--- src/rtl/pong_pkg.sv ---
// Shared definitions for the ball motion block: codewords, FSM states,
// default field geometry and small decode helpers.
package pong_pkg;

  localparam logic [3:0] CW_DR    = 4'b0001;
  localparam logic [3:0] CW_UL    = 4'b0010;
  localparam logic [3:0] CW_DL    = 4'b0011;
  localparam logic [3:0] CW_UR    = 4'b0100;
  localparam logic [3:0] CW_SERVE = 4'b0101;

  typedef enum logic [1:0] {
    SERVE,
    MOVE,
    SCORED
  } state_t;

  localparam int H_RES_DEF       = 640;
  localparam int V_RES_DEF       = 480;
  localparam int BALL_R_DEF      = 4;
  localparam int START_X_DEF     = 320;
  localparam int START_Y_DEF     = 220;
  localparam int MAX_SPEED_DEF   = 4;
  localparam int SERVE_DELAY_DEF = 60;
  localparam int W_DEF           = 10;

  // dx = 1 means moving left, dy = 1 means moving up.
  typedef struct packed {
    logic valid;
    logic dx;
    logic dy;
  } dir_cmd_t;

  function automatic dir_cmd_t decode_dir(input logic [3:0] cmd);
    dir_cmd_t d;
    d = '0;
    case (cmd)
      CW_UL:   begin d.valid = 1'b1; d.dx = 1'b1; d.dy = 1'b1; end
      CW_DL:   begin d.valid = 1'b1; d.dx = 1'b1; d.dy = 1'b0; end
      CW_UR:   begin d.valid = 1'b1; d.dx = 1'b0; d.dy = 1'b1; end
      CW_DR:   begin d.valid = 1'b1; d.dx = 1'b0; d.dy = 1'b0; end
      default: d = '0;
    endcase
    return d;
  endfunction

  function automatic logic [2:0] clamp_speed(input logic [2:0] req, input int max_speed);
    if (req == 3'd0) return 3'd1;
    if (int'(req) > max_speed) return 3'(max_speed);
    return req;
  endfunction

endpackage

--- src/rtl/ball_motion_if.sv ---
// Controller-side bundle of the ball motion block: frame/command inputs
// from the game controller and the ball state seen by the pixel generator.
interface ball_motion_if #(
  parameter int W = 10
);
  logic         frame_tick;
  logic [3:0]   cmd;
  logic [2:0]   speed;
  logic         hit_left;
  logic         hit_right;
  logic [W-1:0] ball_center_x;
  logic [W-1:0] ball_center_y;
  logic         dir_x;
  logic         dir_y;
  logic         goal_left;
  logic         goal_right;
  logic         serving;

  modport master (
    output frame_tick, cmd, speed, hit_left, hit_right,
    input  ball_center_x, ball_center_y, dir_x, dir_y, goal_left, goal_right, serving
  );

  modport slave (
    input  frame_tick, cmd, speed, hit_left, hit_right,
    output ball_center_x, ball_center_y, dir_x, dir_y, goal_left, goal_right, serving
  );
endinterface

--- src/rtl/ball_axis.sv ---
// One axis of ball motion: steps the position by s toward the low (dir=1)
// or high (dir=0) edge, clamping and reversing when the edge is reached.
module ball_axis #(
  parameter int RES    = 640,
  parameter int BALL_R = 4,
  parameter int W      = 10
) (
  input  logic [W-1:0] pos,
  input  logic         dir,
  input  logic [W:0]   s,
  input  logic         enable,
  output logic [W-1:0] next_pos,
  output logic         next_dir,
  output logic         edge_hit
);
  localparam int WE = W + 1;
  localparam logic [W:0]   MIN_E   = WE'(BALL_R);
  localparam logic [W:0]   MAX_E   = WE'(RES - 1 - BALL_R);
  localparam logic [W-1:0] MIN_POS = W'(BALL_R);
  localparam logic [W-1:0] MAX_POS = W'(RES - 1 - BALL_R);

  logic [W:0] pos_e;
  assign pos_e = {1'b0, pos};

  always_comb begin
    // NOTE: every output gets a default before any branch, so no path can leave one unassigned and infer a latch.
    next_pos = pos;
    next_dir = dir;
    edge_hit = 1'b0;
    if (enable) begin
      // Compare against BALL_R+s rather than subtracting first, so nothing wraps.
      if (dir) begin
        if (pos_e < MIN_E + s) begin
          next_pos = MIN_POS;
          next_dir = 1'b0;
          edge_hit = 1'b1;
        end else begin
          next_pos = W'(pos_e - s);
        end
      end else begin
        if (pos_e + s > MAX_E) begin
          next_pos = MAX_POS;
          next_dir = 1'b1;
          edge_hit = 1'b1;
        end else begin
          next_pos = W'(pos_e + s);
        end
      end
    end
  end

endmodule

--- src/rtl/ball_motion.sv ---
// Ball position/direction/speed owner: serves, steps once per frame_tick,
// bounces off walls and paddles, and pulses a goal when the ball exits.
module ball_motion
  import pong_pkg::*;
#(
  parameter int H_RES       = H_RES_DEF,
  parameter int V_RES       = V_RES_DEF,
  parameter int BALL_R      = BALL_R_DEF,
  parameter int START_X     = START_X_DEF,
  parameter int START_Y     = START_Y_DEF,
  parameter int MAX_SPEED   = MAX_SPEED_DEF,
  parameter int SERVE_DELAY = SERVE_DELAY_DEF,
  parameter int W           = W_DEF
) (
  input logic          clk,
  input logic          reset_n,
  ball_motion_if.slave bus
);
  localparam int WE    = W + 1;
  localparam int CNT_W = $clog2(SERVE_DELAY + 1);
  localparam logic [W-1:0]     X0       = W'(START_X);
  localparam logic [W-1:0]     Y0       = W'(START_Y);
  localparam logic [CNT_W-1:0] CNT_LAST = CNT_W'(SERVE_DELAY - 1);

  state_t           state, state_nx;
  logic [W-1:0]     x, x_nx, y, y_nx;
  logic             dx, dx_nx, dy, dy_nx;
  logic             gl, gl_nx, gr, gr_nx;
  logic [CNT_W-1:0] cnt, cnt_nx;

  dir_cmd_t     dcmd;
  logic         eff_dx, eff_dy, step;
  logic [W:0]   s;
  logic [W-1:0] ax_pos, ay_pos;
  logic         ax_dir, ay_dir, ax_edge, ay_edge;

  // A direction command in the same cycle as a tick steers that tick's step.
  assign dcmd   = decode_dir(bus.cmd);
  assign eff_dx = dcmd.valid ? dcmd.dx : dx;
  assign eff_dy = dcmd.valid ? dcmd.dy : dy;
  assign s      = WE'(clamp_speed(bus.speed, MAX_SPEED));
  assign step   = bus.frame_tick && (state == MOVE);

  ball_axis #(.RES(H_RES), .BALL_R(BALL_R), .W(W)) u_axis_x (
    .pos(x), .dir(eff_dx), .s(s), .enable(step),
    .next_pos(ax_pos), .next_dir(ax_dir), .edge_hit(ax_edge)
  );

  ball_axis #(.RES(V_RES), .BALL_R(BALL_R), .W(W)) u_axis_y (
    .pos(y), .dir(eff_dy), .s(s), .enable(step),
    .next_pos(ay_pos), .next_dir(ay_dir), .edge_hit(ay_edge)
  );

  always_comb begin
    state_nx = state;
    x_nx     = x;
    y_nx     = y;
    dx_nx    = eff_dx;
    dy_nx    = eff_dy;
    cnt_nx   = cnt;
    gl_nx    = 1'b0;
    gr_nx    = 1'b0;
    if (bus.cmd == CW_SERVE) begin
      state_nx = SERVE;
      x_nx     = X0;
      y_nx     = Y0;
      cnt_nx   = '0;
    end else begin
      case (state)
        SERVE: begin
          if (bus.frame_tick) begin
            if (cnt == CNT_LAST) begin
              state_nx = MOVE;
              cnt_nx   = '0;
            end else begin
              cnt_nx = cnt + 1'b1;
            end
          end
        end
        MOVE: begin
          if (bus.frame_tick) begin
            y_nx  = ay_pos;
            dy_nx = ay_edge ? ay_dir : eff_dy;
            // Paddle returns take precedence over the field edge.
            if (eff_dx && bus.hit_left) begin
              x_nx  = W'({1'b0, x} + s);
              dx_nx = 1'b0;
            end else if (!eff_dx && bus.hit_right) begin
              x_nx  = W'({1'b0, x} - s);
              dx_nx = 1'b1;
            end else begin
              x_nx  = ax_pos;
              dx_nx = ax_dir;
              if (ax_edge) begin
                state_nx = SCORED;
                gr_nx    = eff_dx;
                gl_nx    = !eff_dx;
              end
            end
          end
        end
        default: begin
          state_nx = SERVE;
          x_nx     = X0;
          y_nx     = Y0;
          cnt_nx   = '0;
        end
      endcase
    end
  end

  always_ff @(posedge clk) begin
    // NOTE: non-blocking assignments so every register updates from the same pre-edge values.
    if (!reset_n) begin
      state <= SERVE;
      x     <= X0;
      y     <= Y0;
      dx    <= 1'b0;
      dy    <= 1'b0;
      cnt   <= '0;
      gl    <= 1'b0;
      gr    <= 1'b0;
    end else begin
      state <= state_nx;
      x     <= x_nx;
      y     <= y_nx;
      dx    <= dx_nx;
      dy    <= dy_nx;
      cnt   <= cnt_nx;
      gl    <= gl_nx;
      gr    <= gr_nx;
    end
  end

  assign bus.ball_center_x = x;
  assign bus.ball_center_y = y;
  assign bus.dir_x         = dx;
  assign bus.dir_y         = dy;
  assign bus.goal_left     = gl;
  assign bus.goal_right    = gr;
  assign bus.serving       = (state == SERVE);

endmodule

--- src/flat_wrapper.sv ---
// flat-port wrapper written by rule: the top's interface ports become plain ports
module ball_motion_flat import pong_pkg::*;
#(
  parameter int H_RES       = H_RES_DEF,
  parameter int V_RES       = V_RES_DEF,
  parameter int BALL_R      = BALL_R_DEF,
  parameter int START_X     = START_X_DEF,
  parameter int START_Y     = START_Y_DEF,
  parameter int MAX_SPEED   = MAX_SPEED_DEF,
  parameter int SERVE_DELAY = SERVE_DELAY_DEF,
  parameter int W           = W_DEF
)
  (clk, reset_n, bus_frame_tick, bus_cmd, bus_speed, bus_hit_left, bus_hit_right, bus_ball_center_x, bus_ball_center_y, bus_dir_x, bus_dir_y, bus_goal_left, bus_goal_right, bus_serving);
  ball_motion_if #(.W(W)) bus_i ();
  input logic clk;
  input logic reset_n;
  input wire logic [$bits(bus_i.frame_tick)-1:0] bus_frame_tick;
  input wire logic [$bits(bus_i.cmd)-1:0] bus_cmd;
  input wire logic [$bits(bus_i.speed)-1:0] bus_speed;
  input wire logic [$bits(bus_i.hit_left)-1:0] bus_hit_left;
  input wire logic [$bits(bus_i.hit_right)-1:0] bus_hit_right;
  output wire logic [$bits(bus_i.ball_center_x)-1:0] bus_ball_center_x;
  output wire logic [$bits(bus_i.ball_center_y)-1:0] bus_ball_center_y;
  output wire logic [$bits(bus_i.dir_x)-1:0] bus_dir_x;
  output wire logic [$bits(bus_i.dir_y)-1:0] bus_dir_y;
  output wire logic [$bits(bus_i.goal_left)-1:0] bus_goal_left;
  output wire logic [$bits(bus_i.goal_right)-1:0] bus_goal_right;
  output wire logic [$bits(bus_i.serving)-1:0] bus_serving;
  assign bus_i.frame_tick = bus_frame_tick;
  assign bus_i.cmd = bus_cmd;
  assign bus_i.speed = bus_speed;
  assign bus_i.hit_left = bus_hit_left;
  assign bus_i.hit_right = bus_hit_right;
  assign bus_ball_center_x = bus_i.ball_center_x;
  assign bus_ball_center_y = bus_i.ball_center_y;
  assign bus_dir_x = bus_i.dir_x;
  assign bus_dir_y = bus_i.dir_y;
  assign bus_goal_left = bus_i.goal_left;
  assign bus_goal_right = bus_i.goal_right;
  assign bus_serving = bus_i.serving;
  ball_motion #(.H_RES(H_RES), .V_RES(V_RES), .BALL_R(BALL_R), .START_X(START_X), .START_Y(START_Y), .MAX_SPEED(MAX_SPEED), .SERVE_DELAY(SERVE_DELAY), .W(W)) u_core (.clk(clk), .reset_n(reset_n), .bus(bus_i));
endmodule
--- config.mk ---
export PLATFORM = sky130hd
export DESIGN_NAME = ball_motion_flat
export DESIGN_NICKNAME = d
export VERILOG_FILES = /design/src/rtl/pong_pkg.sv /design/src/rtl/ball_motion_if.sv /design/src/rtl/ball_axis.sv /design/src/rtl/ball_motion.sv /design/src/flat_wrapper.sv
export SDC_FILE = /design/constraint.sdc
export NUM_CORES = 1
export LEC_CHECK = 0
export CAP_MARGIN = 20
export CORE_ASPECT_RATIO = 1.1
export CORE_UTILIZATION = 31
export CTS_BUF_LIST = sky130_fd_sc_hd__clkbuf_4
export DETAILED_ROUTE_END_ITERATION = 12
export PLACE_DENSITY = 0.57
export SKIP_CTS_REPAIR_TIMING = 1
export SLEW_MARGIN = 40
export SYNTH_ARGS = -nofsm -noshare
export SYNTH_HDL_FRONTEND = slang
export SYNTH_HIERARCHICAL = 1
export SYNTH_SLANG_ARGS = --single-unit
--- constraint.sdc ---
create_clock -name clk -period 4.4 [get_ports clk]
set_input_delay 0.44 -clock clk [delete_from_list [all_inputs] [get_ports clk]]
set_output_delay 0.44 -clock clk [all_outputs]
set_load 0.01 [all_outputs]
==> results of run 1 <==
## cell type report
class | instances | area, µm² | share of cell area, %
multi-input combinational | 635 | 4410 | 73.2
inverter | 57 | 214 | 3.55
timing repair buffer | 48 | 450 | 7.48
sequential | 32 | 641 | 10.6
tap | 204 | 255 | 4.24
clock buffer | 5 | 37.5 | 0.623
clock inverter | 3 | 18.8 | 0.311
## how the worst max path moves through the flow
stage	cells past startpoint	slack [ps]	to
after floorplan	15	1040	u_core/bus.ball_center_x[6]
after global placement	16	430	u_core/bus.ball_center_x[6]
after detailed placement	15	380	u_core/bus.ball_center_x[6]
after CTS	16	760	u_core/bus.ball_center_x[6]
after global routing	15	570	u_core/bus.ball_center_x[6]
final	16	730	u_core/bus.ball_center_x[6]
## power breakdown
part | total, mW | internal (mW) | switching [mW] | leakage, nW
Combinational | 0.321 | 0.123 | 0.198 | 2.10
Sequential | 0.296 | 0.292 | 0.00339 | 0.259
Clock | 0.184 | 0.0614 | 0.122 | 0.0349
## state kept, by name, indices dropped and copies added (netlist names)
| register | count |
|---|---|
| u_core/cnt | 6 |
| u_core/bus.goal_right | 1 |
| u_core/bus.ball_center_y | 10 |
| u_core/bus.dir_y | 1 |
| u_core/bus.goal_left | 1 |
| u_core/bus.dir_x | 1 |
| u_core/bus.ball_center_x | 10 |
| u_core/state | 2 |
## stage by stage
stage	utilization (%)	std cells	worst slack, ps
finish	36.8	984	727
global route	36.8	984	569
CTS	36.8	984	755
detailed placement	36.5	976	381
global placement	36.4	976	434
floorplan	-	756	1040
## layer usage
layer / track usage (%) / up-vias
li1: - / 2645
met1: 22.0 / 2396
met2: 34.8 / 138
met3: 1.35 / 30
met4: 5.96 / 0
met5: 0 / -
## kinds of logic (layout without fill, tap and decap cells)
logic type / Yosys count / after routing / share of synthesized area [%]
and+or+nand+nor: 243 / 243 / 24.4
AOI/OAI and AO/OA: 217 / 217 / 30.9
buffers and inverters: 89 / 113 / 7.76
adders and majority gates: 67 / 67 / 17.0
xor gates and xnor gates: 43 / 43 / 7.23
DFF: 32 / 32 / 12.3
muxes: 2 / 2 / 0.408
other: 1 / 63 / 0.0720
## layout by cell type (no fill, tap or decap), drive strengths merged, types with 15 or more instances in the layout
cell / instances
nor3: 21
a21oi: 44
conb: 63
nor2: 59
dfxtp: 32
o21ai: 41
inv: 54
clkdlybuf4s50: 36
nand2: 54
ha: 61
nor2b: 16
xnor2: 36
nand3: 26
a31oi: 15
## worst register-to-register path: cells and delay by family (launching register included)
family | cells | cell delay [ps]
DFF | 1 | 670
xor gates and xnor gates | 1 | 130
AOI/OAI and AO/OA | 6 | 1520
and+or+nand+nor | 2 | 340
adders and majority gates | 1 | 480
buffers and inverters | 2 | 210
==> flow_summary.ini, run 1 <==
[clock_network]
clock-sinks = 32
clock_latency_ps = 350
clk_pin_slew_ps = 130
clock_path_buffers = 2
htree_levels = 2
cts_tree = built
clock-root-buffer = clkbuf_4
cts_made_buffers = 5

[floorplan]
die_y_um = 138
rows = 49
start_util_pct = 31.8
dieWidth_um = 126
ioPinCount = 37
die_area_um2 = 17300
core_area_um2 = 16400

[logic_synthesis]
synth_top_area_share_pct = 14.7
ys_ff_latch = 32
syn_inst = 694
synth_edf_count = 0
synth.most_common_cell = ha_1
syn_area_per_cell_um2 = 7.50
synthArstFlopShare_pct = 0
synth_area_leaders = ha_1 15%, dfxtp_1 12%, xnor2_1 6.1%
ys_seq_area_share_pct = 12.3
yosys.cell_types.count = 98
synth_top_flop_cell = dfxtp_1
synth_top_cell_by_area = ha_1
ys_warn_count = 6
synthTopCellsByCount = 61 x ha_1, 56 x nor2_1, 53 x inv_1, 53 x nand2_1, 43 x a21oi_1
netlist_area_um2 = 5210

[sta]
hold_viol_final = 0
tns_ps = 0
fin_hold_ws_ps = 500
max-slew-margin-rel_pct = 46.7
fmax_ghz = 0.272
rsz0062_at_grt = no
setup_viol = 0
finalCriticalPeriod_ps = 3670
worst_pin_slew_ps = 789
maxSlewViolCount = 0
finClkSkew_ps = 14.0
final.period_utilization_pct = 83.5

[critical_path]
critical_path.max_fanout = 6
worstSetupPathType = primary input to flop
crit_slowest_cell = clkdlybuf4s50_1
r2r_cells = 12
crit_family = compound AO/OA/AOI/OAI gates
cp_cell_sequence = clkdlybuf4s50_1 -> inv_1 -> a21oi_1 -> ha_1 -> inv_1 -> fa_1 -> nor3_2 -> o311a_1 -> nor3_1 -> xnor2_1 -> a311oi_1 -> o22a_2 -> a41oi_2 -> inv_1 -> o32ai_1 -> a2111o_1
crit_buf_inv = 4
critPathMaxStageDelay_ps = 460
cp-startpoint = bus_speed[0]
arrival_ps = 3930
cp-end-kind = flop
reg2reg_to = u_core/bus.ball_center_x[6]
worst-endpoint-required_ps = 4650
r2r-start = u_core/bus.ball_center_x[1]
critPathLaunchType = primary input
regToRegSetupSlack_ps = 950
crit_path_frequent_cell = inv_1

[status]
failed_checks = DRC
status = finished, violations left

[finish]
fin_nets = 858
nFillCells = 1725
final_area_um2 = 6030
diodes = 0
areaGrowthSynthToFinish_pct = 15.7
drive_above_1_share_pct = 7.95

[routing]
routed.top_layer = met4
wl_met1_um = 6810
drt-total-wl_um = 15600
vias_per_cell = 5.29
dr_wl_met2_um = 7870
first_pass_iters = 9
drc = 4
wl_met3_um = 558
routedWlPerCell_um = 15.9
num_vias = 5209
drt_iter0_drc = 387
drt.antenna.violating_nets = 0

[place]
hpwl_um = 12300
io_buffers = 36
postPlaceCellArea_um2 = 5970
gp_congestion = 0.886

[grt]
grt_max_degree = 31
grt_pass1_wl_um = 25600
grt_use_total_pct = 18.4
grt_pass1_vias = 4973
overflow = 0
antenna_found_initial = 0

[hold_path]
min_to = u_core/cnt[5]
min_from = u_core/cnt[5]
hold_depth = 2
hold_class = flop to flop

[power_and_ir_drop]
ir_worst_vdd_mv = 0.0711
powerDensity_nw_per_um2 = 133
power.total_uw = 801
p_leak_nw = 2.39

[run]
drv_cap = 0
No activity file was read; power rests on OpenSTA's default activity.
==> inputs of run 2 (changes only) <==
Settings changed: PLACE_DENSITY 0.57 to 0.59.
Clock period 4.4 ns to 3.27 ns, I/O delays scaled along.
==> flow_summary.ini, run 2 (synthesis results as in run 1) <==
[routing]
drt-total-wl_um = 16400
first_pass_iters = 9
num_vias = 5585
drt_iter0_drc = 270
drt.antenna.violating_nets = 0
drc = 6
vias_per_cell = 5.22
routedWlPerCell_um = 15.3

[clock_network]
cts_made_buffers = 5
clock-sinks = 32
clk_pin_slew_ps = 110
clock_latency_ps = 330
htree_levels = 2
clock-root-buffer = clkbuf_4
cts_tree = built
clock_path_buffers = 2

[critical_path]
worst-endpoint-required_ps = 3500
r2r_cells = 11
arrival_ps = 3350
cp-end-kind = flop
worstSetupPathType = flop to flop
critPathLaunchType = flop
critical_path.max_fanout = 9

[floorplan]
die_y_um = 138
rows = 49
core_area_um2 = 16400
ioPinCount = 37
die_area_um2 = 17300
dieWidth_um = 126
start_util_pct = 31.8

[sta]
finalCriticalPeriod_ps = 3110
setup_viol = 0
hold_viol_final = 0
finClkSkew_ps = 7.78
final.period_utilization_pct = 95.3
fmax_ghz = 0.321
maxSlewViolCount = 0
max-slew-margin-rel_pct = 58.3
rsz0062_at_grt = no
fin_hold_ws_ps = 501
worst_pin_slew_ps = 622
tns_ps = 0

[grt]
antenna_found_initial = 0
grt_max_degree = 18
grt_use_total_pct = 18.9
grt_pass1_wl_um = 26200
overflow = 0
grt_pass1_vias = 5254

[finish]
fin_cells = 1069
fin_nets = 942
drive_above_1_share_pct = 19.2
mostFrequentLayoutCells = 95 x buf_4, 63 x conb_1, 59 x ha_1
areaGrowthSynthToFinish_pct = 30.3
nFillCells = 1699
layout_commonest_cell = buf_4

[status]
failed_checks = DRC
status = finished, violations left

[power_and_ir_drop]
powerDensity_nw_per_um2 = 168
ir_worst_vdd_mv = 0.0865
power.total_mw = 1.14
p_leak_nw = 2.85

[run]
drv_cap = 0

[place]
placed_cells = 1055
gp_congestion = 0.904
hpwl_um = 13200
io_buffers = 36

[hold_path]
hold_class = flop to flop
hold_depth = 2
## run 2: changes by cell type in the layout (fill, tap and decap cells not counted), moves of 3 or more
cell	delta
nor3_1	-3
clkdlybuf4s50_1	-3
inv_2	+3
buf_4	+83
nor3_2	+3
a211oi_1	-3
a211oi_2	+3
inv_1	-3
dlymetal6s2s_1	+3
## run 2: metrics by stage
step | utilization [%] | area [µm²] | setup slack (ps)
after global placement | 40.1 | 6560 | -468
after detailed placement | 40.1 | 6560 | -520
after CTS | 40.4 | 6610 | -153
after floorplan | - | 5440 | 24.4
final | 41.5 | 6790 | 155
after global routing | 41.4 | 6780 | 75.4
## run 2: worst max-delay path: stages (launching register included)
cell      delay, ps
dfxtp_1         350
ha_1            510
nor2b_1         120
o311a_1         390
o311a_1         360
or3_4           380
nand2_2          90
o22a_2          160
a41oi_2         110
inv_1            70
o32ai_1          60
a2111o_1        420
## run 2: per-layer routing
metal | track usage [%] | share of wire [%]
met1 | 22.2 | 43
met2 | 36.3 | 51
met3 | 1.16 | 3.7
met4 | 6.84 | 2.6
met5 | 0 | 0
## run 2: power by group
group          total [mW]  switching [mW]  internal (mW)
Combinational       0.505           0.286          0.219
Clock               0.237           0.146         0.0902
Sequential          0.398         0.00462          0.393
Total                1.14           0.437          0.703
## run 2: layout make-up
class	count	area, µm²	area share (%)
Clock inverter	2	11.3	0.166
Clock buffer	6	45.0	0.664
Sequential cell	32	641	9.44
Antenna cell	1	2.50	0.0369
Tap cell	204	255	3.76
Timing Repair Buffer	132	1100	16.2
Multi-Input combinational cell	635	4520	66.6
Inverter	57	214	3.15
## run 2: path summary, 6_finish.rpt
path	start	end	slack (ps)
setup reg to reg	u_core/bus.ball_center_x[3]	u_core/bus.ball_center_x[6]	160
hold / removal	u_core/cnt[5]	u_core/cnt[5]	500
setup / recovery	u_core/bus.ball_center_x[3]	u_core/bus.ball_center_x[6]	160
hold reg to reg	u_core/cnt[5]	u_core/cnt[5]	500
